### config.mk
export PLATFORM = sky130hd
export DESIGN_NAME = tx_arbiter
export DESIGN_NICKNAME = d
export VERILOG_FILES = /design/src/rtl/tx_arbiter.sv
export SDC_FILE = /design/constraint.sdc
export NUM_CORES = 1
export LEC_CHECK = 0
export BUFFER_PORTS_ARGS = -buffer_cell sky130_fd_sc_hd__buf_2
export CORE_AREA = 2 2 39 41
export DETAILED_ROUTE_END_ITERATION = 10
export DIE_AREA = 0 0 41 43
export GPL_TIMING_DRIVEN = 0
export PLACE_DENSITY_LB_ADDON = 0.25
export SLEW_MARGIN = 5
export SYNTH_ARGS = -nofsm -noshare
export SYNTH_HDL_FRONTEND = slang
export SYNTH_SLANG_ARGS = --single-unit
### constraint.sdc
create_clock -name clk_tx -period 2.8 [get_ports clk_tx]
set_clock_uncertainty 0.2 [all_clocks]
set_input_delay 0.7 -clock clk_tx [delete_from_list [all_inputs] [get_ports clk_tx]]
set_output_delay 0.7 -clock clk_tx [all_outputs]
set_load 0.1 [all_outputs]
### src/rtl/tx_arbiter.sv
// tx_arbiter: round-robin sharing of one MII TX MAC nibble port among N packet
// sources. A grant is locked for a whole packet. The MAC ack is routed back only
// to the granted source. If the granted source underruns, the frame is aborted.
module tx_arbiter #(
    parameter int N  = 2,
    parameter int IW = (N > 1) ? $clog2(N) : 1
) (
    input  logic           clk_tx,
    input  logic           rst,
    input  logic [N-1:0]   req_vld,
    input  logic [N-1:0]   req_eof,
    input  logic [4*N-1:0] req_dat,
    output logic [N-1:0]   req_ack,
    output logic           mac_tx_vld,
    output logic           mac_tx_eof,
    output logic [3:0]     mac_tx_dat,
    input  logic           mac_tx_ack,
    output logic           grant_vld,
    output logic [IW-1:0]  grant_idx,
    output logic           pkt_done,
    output logic           underrun
);

    typedef enum logic {IDLE = 1'b0, BUSY = 1'b1} state_t;

    state_t          state_q, state_d;
    logic [IW-1:0]   grant_idx_q, grant_idx_d;
    logic [IW-1:0]   last_q, last_d;
    logic            pkt_done_q, pkt_done_d;
    logic            underrun_q, underrun_d;

    logic            busy;
    logic            sel_vld;
    logic            sel_eof;
    logic [3:0]      sel_dat;
    logic            win_found;
    logic [IW-1:0]   win_idx;
    logic [IW-1:0]   cand;
    logic            done_evt;
    logic            abort_evt;

    assign busy = (state_q == BUSY);

    // Select the request lines of the currently locked source.
    // NOTE: every always_comb output gets a default first so no path leaves it unassigned (no latch).
    always_comb begin
        sel_vld = 1'b0;
        sel_eof = 1'b0;
        sel_dat = 4'h0;
        for (int i = 0; i < N; i++) begin
            if (grant_idx_q == IW'(i)) begin
                sel_vld = req_vld[i];
                sel_eof = req_eof[i];
                sel_dat = req_dat[4*i +: 4];
            end
        end
    end

    // Round-robin search starting just after the last winner.
    always_comb begin
        win_found = 1'b0;
        win_idx   = '0;
        cand      = '0;
        for (int k = 1; k <= N; k++) begin
            cand = IW'((int'(last_q) + k) % N);
            if (!win_found && req_vld[cand]) begin
                win_found = 1'b1;
                win_idx   = cand;
            end
        end
    end

    assign done_evt  = busy & mac_tx_ack & sel_vld & sel_eof;
    assign abort_evt = busy & mac_tx_ack & ~sel_vld;

    // MAC-side outputs and the ack steering back to the granted source only.
    always_comb begin
        req_ack = '0;
        for (int i = 0; i < N; i++) begin
            req_ack[i] = busy & (grant_idx_q == IW'(i)) & mac_tx_ack;
        end
    end

    assign mac_tx_vld = busy & sel_vld;
    assign mac_tx_dat = busy ? sel_dat : 4'h0;
    // Terminate the MAC's data state whenever nobody is validly driving it.
    assign mac_tx_eof = ~busy | rst | ~sel_vld | sel_eof;

    // Next-state logic: arbitrate in IDLE, release on done or abort in BUSY.
    always_comb begin
        state_d     = state_q;
        grant_idx_d = grant_idx_q;
        last_d      = last_q;
        pkt_done_d  = 1'b0;
        underrun_d  = 1'b0;
        case (state_q)
            IDLE: begin
                if (win_found) begin
                    state_d     = BUSY;
                    grant_idx_d = win_idx;
                    last_d      = win_idx;
                end
            end
            BUSY: begin
                if (done_evt) begin
                    state_d    = IDLE;
                    pkt_done_d = 1'b1;
                end else if (abort_evt) begin
                    state_d    = IDLE;
                    underrun_d = 1'b1;
                end
            end
            default: state_d = IDLE;
        endcase
    end

    // State registers with synchronous reset; pointer resets so source 0 wins first.
    // NOTE: sequential state uses non-blocking assignments so all registers update together at the edge.
    always_ff @(posedge clk_tx) begin
        if (rst) begin
            state_q     <= IDLE;
            grant_idx_q <= '0;
            last_q      <= IW'(N - 1);
            pkt_done_q  <= 1'b0;
            underrun_q  <= 1'b0;
        end else begin
            state_q     <= state_d;
            grant_idx_q <= grant_idx_d;
            last_q      <= last_d;
            pkt_done_q  <= pkt_done_d;
            underrun_q  <= underrun_d;
        end
    end

    assign grant_vld = busy;
    assign grant_idx = grant_idx_q;
    assign pkt_done  = pkt_done_q;
    assign underrun  = underrun_q;

endmodule

==> metrics <==
largest family of logic cells by synthesized area=simple AND/OR/NAND/NOR gates; Main synth FF type=dfxtp_1; clk slew on worst S/H paths=0.04 ns; share of synthesized area occupied by flip-flops and latches=34.0%; initial antenna violation count=0; Final WS setup=0.139 ns; Placed Cells incl. Taps=75; cts repair resizes=0; final hold violations=0; DR WL/cell=10.0 um; max_cap viols=0; crit path time final=2.66 ns; Slew Limit Fails=0; Synth Area in Simple Gates=31.1%; post-place setup slack=0.134 ns; Clk pwr share=28.7%; crit end category=output port; DR vias/cell=4.41; Pint=0.160 mW; Slew HR=67.6%; period utilisation layout=95.0%; top layer in use=met4; Worst Reg2Reg Path Length in Cells=4; Final Cell Area=488 sq um; FMAX=376 MHz; Ant. Diodes=0; DP HPWL=619 um; Synth Area per Inst=8.91 sq um; remaining global-route overflow=0; Synth Area in XOR/XNOR=0%; Crit Path Max Fanout=4; FF-to-FF Start=grant_idx$_SDFFE_PP0P_; Initial Util=21.2%; critical path class=in -> out; worst hold margin=0.290 ns; CTS tree=yes; Worst Max-Slew Pin Slew=0.489 ns; final setup violating endpoints=0; met3 wire len=95 um; routed vias=348; Reg2Reg Setup Slack=1.50 ns; Reg power frac=27.3%; wirelength, routed=792 um; most frequent cell after synthesis=nor2_1; Die X=41 um; total negative setup slack=0 ns; drt drc=0; required time worst endpoint=1.90 ns; # rows=14; vias in the first global route=313; Clock Latency Late Sink=0.24 ns; Post-Layout Cell Count=79; mapped cell area=294 sq um; largest net degree at the start of global routing=10; Yosys Warn Count=0; Met1 Wirelength=339 um; Overall Global Routing Usage=10.5%; total die area=1760 sq um; Mapped Cells=33; Yosys top cell by area=dfxtp_1; Post-CTS Setup Inserts=0; power share of the combinational group=44.0%; DP Area=462 sq um; status=finished, final reports clean; area grow syn2layout=66.0%; Sw Share=45.3%; layout cells sized above 1=63.5%; top-area cell type share of the netlist area=34.0%; IO buf count=26; mux contribution to synthesized area=22.1%; maximum vdd ir drop=159 uV; crit path launch=req_vld[0]; fin nets=79; Synth Area in Adders=0%; terminus of the critical flop-to-flop path=grant_vld$_SDFF_PP0_; Post-synth EDFFs=0; Bufs on Longest Clock Path=2; drt first-iter violations=6; Seq cells post-synth=5; Area contributors post-synth=dfxtp_1, mux2i_1, nor2_1, nor3_1, mux2_4; top cells by count, synth=nor2_1, dfxtp_1, mux2i_1; DIE HEIGHT=43 um; Clock Sink Count=5; # IOs=27; CTS root buf=clkbuf_4; met2 WL=344 um; HP Start=last_q$_SDFFE_PP1P_; Leakage=0.244 nW; Post-synth ARST share=0%; sw power=0.133 mW; crit path to=mac_tx_eof; first-pass GRT wire length=1190 um; router iterations before antenna repair=3; pwr dens=600 nW/um^2; Final ANT Viol Nets=0; RSZ-0062 raised after global routing=false; nature of the critical path startpoint=input port; total CTS buffers=3; compound-cell area share of the yosys netlist=7.66%; crit path DAT=1.76 ns; synthesized net count=48; class of the tightest hold or removal check=reg -> reg; Post-CTS Hold Buffers=0; post-synth cell types=17; core box area=1380 sq um; H-tree levels=1; RD Place Congestion=0.726
## registers in the layout (all words and copies together) (netlist names)
| register | count |
|---|---|
| grant_idx | 1 |
| last_q | 1 |
| underrun | 1 |
| pkt_done | 1 |
| grant_vld | 1 |
## through the flow
step           total power, mW  utilization (%)
2_1_floorplan            0.186                -
3_3_place_gp             0.210             33.4
3_5_place_dp             0.210             33.4
4_1_cts                  0.299             35.3
5_1_grt                  0.309             35.3
6_report                 0.293             35.3
## final cells by class
class,instances,area (sq um)
Multi-Input combinational cell,26,191
Inverter,1,3.75
Timing Repair Buffer,26,130
Sequential cell,5,105
Clock buffer,4,26.3
Tap cell,16,20.0
Buffer,1,11.3
Fill cell,162,896
## placed cells by master, fill, tap and decap left out, drive strengths merged
| cell type | n |
|---|---|
| a32oi | 1 |
| a21oi | 1 |
| nor2 | 6 |
| nand3b | 1 |
| inv | 1 |
| and3 | 1 |
| nor3b | 1 |
| a211o | 1 |
| buf | 27 |
| and2 | 1 |
| nand2 | 2 |
| nor3 | 3 |
| dfxtp | 5 |
| clkbuf | 4 |
| nor4b | 1 |
| nand2b | 1 |
| mux2 | 1 |
| mux2i | 5 |
## worst min path at each step
| stage | to | slack [ns] | cells past startpoint |
|---|---|---|---|
| floorplan | last_q$_SDFFE_PP1P_ | 0.26 | 1 |
| global placement | last_q$_SDFFE_PP1P_ | 0.28 | 1 |
| detailed placement | last_q$_SDFFE_PP1P_ | 0.29 | 1 |
| CTS | last_q$_SDFFE_PP1P_ | 0.29 | 1 |
| global route | last_q$_SDFFE_PP1P_ | 0.34 | 1 |
| finish | last_q$_SDFFE_PP1P_ | 0.29 | 1 |
## logic make-up after synthesis
| logic type | count (synthesis) |
|---|---|
| AOI/OAI and AO/OA | 3 |
| buffers and inverters | 2 |
| DFF | 5 |
| and+or+nand+nor | 17 |
| muxes | 6 |
## routing by layer
layer,up-vias,track usage (%)
li1,179,-
met1,142,11.5
met2,25,14.1
met3,2,3.14
met4,0,12.0
met5,-,0
## power by group through the flow
stage	logic [mW]	clock network, mW	registers [mW]
2_1_floorplan	0.0833	0	0.102
3_3_place_gp	0.129	0	0.0812
3_5_place_dp	0.129	0	0.0814
4_1_cts	0.130	0.0896	0.0799
5_1_grt	0.135	0.0936	0.0809
6_report	0.129	0.0839	0.0800
## worst max-delay path, cell delays in order
cell and delay (ns):
buf_2 0.12, mux2_4 0.28, and2_4 0.16, nand3b_1 0.07, buf_2 0.42
(Power assumes the default switching activity.)
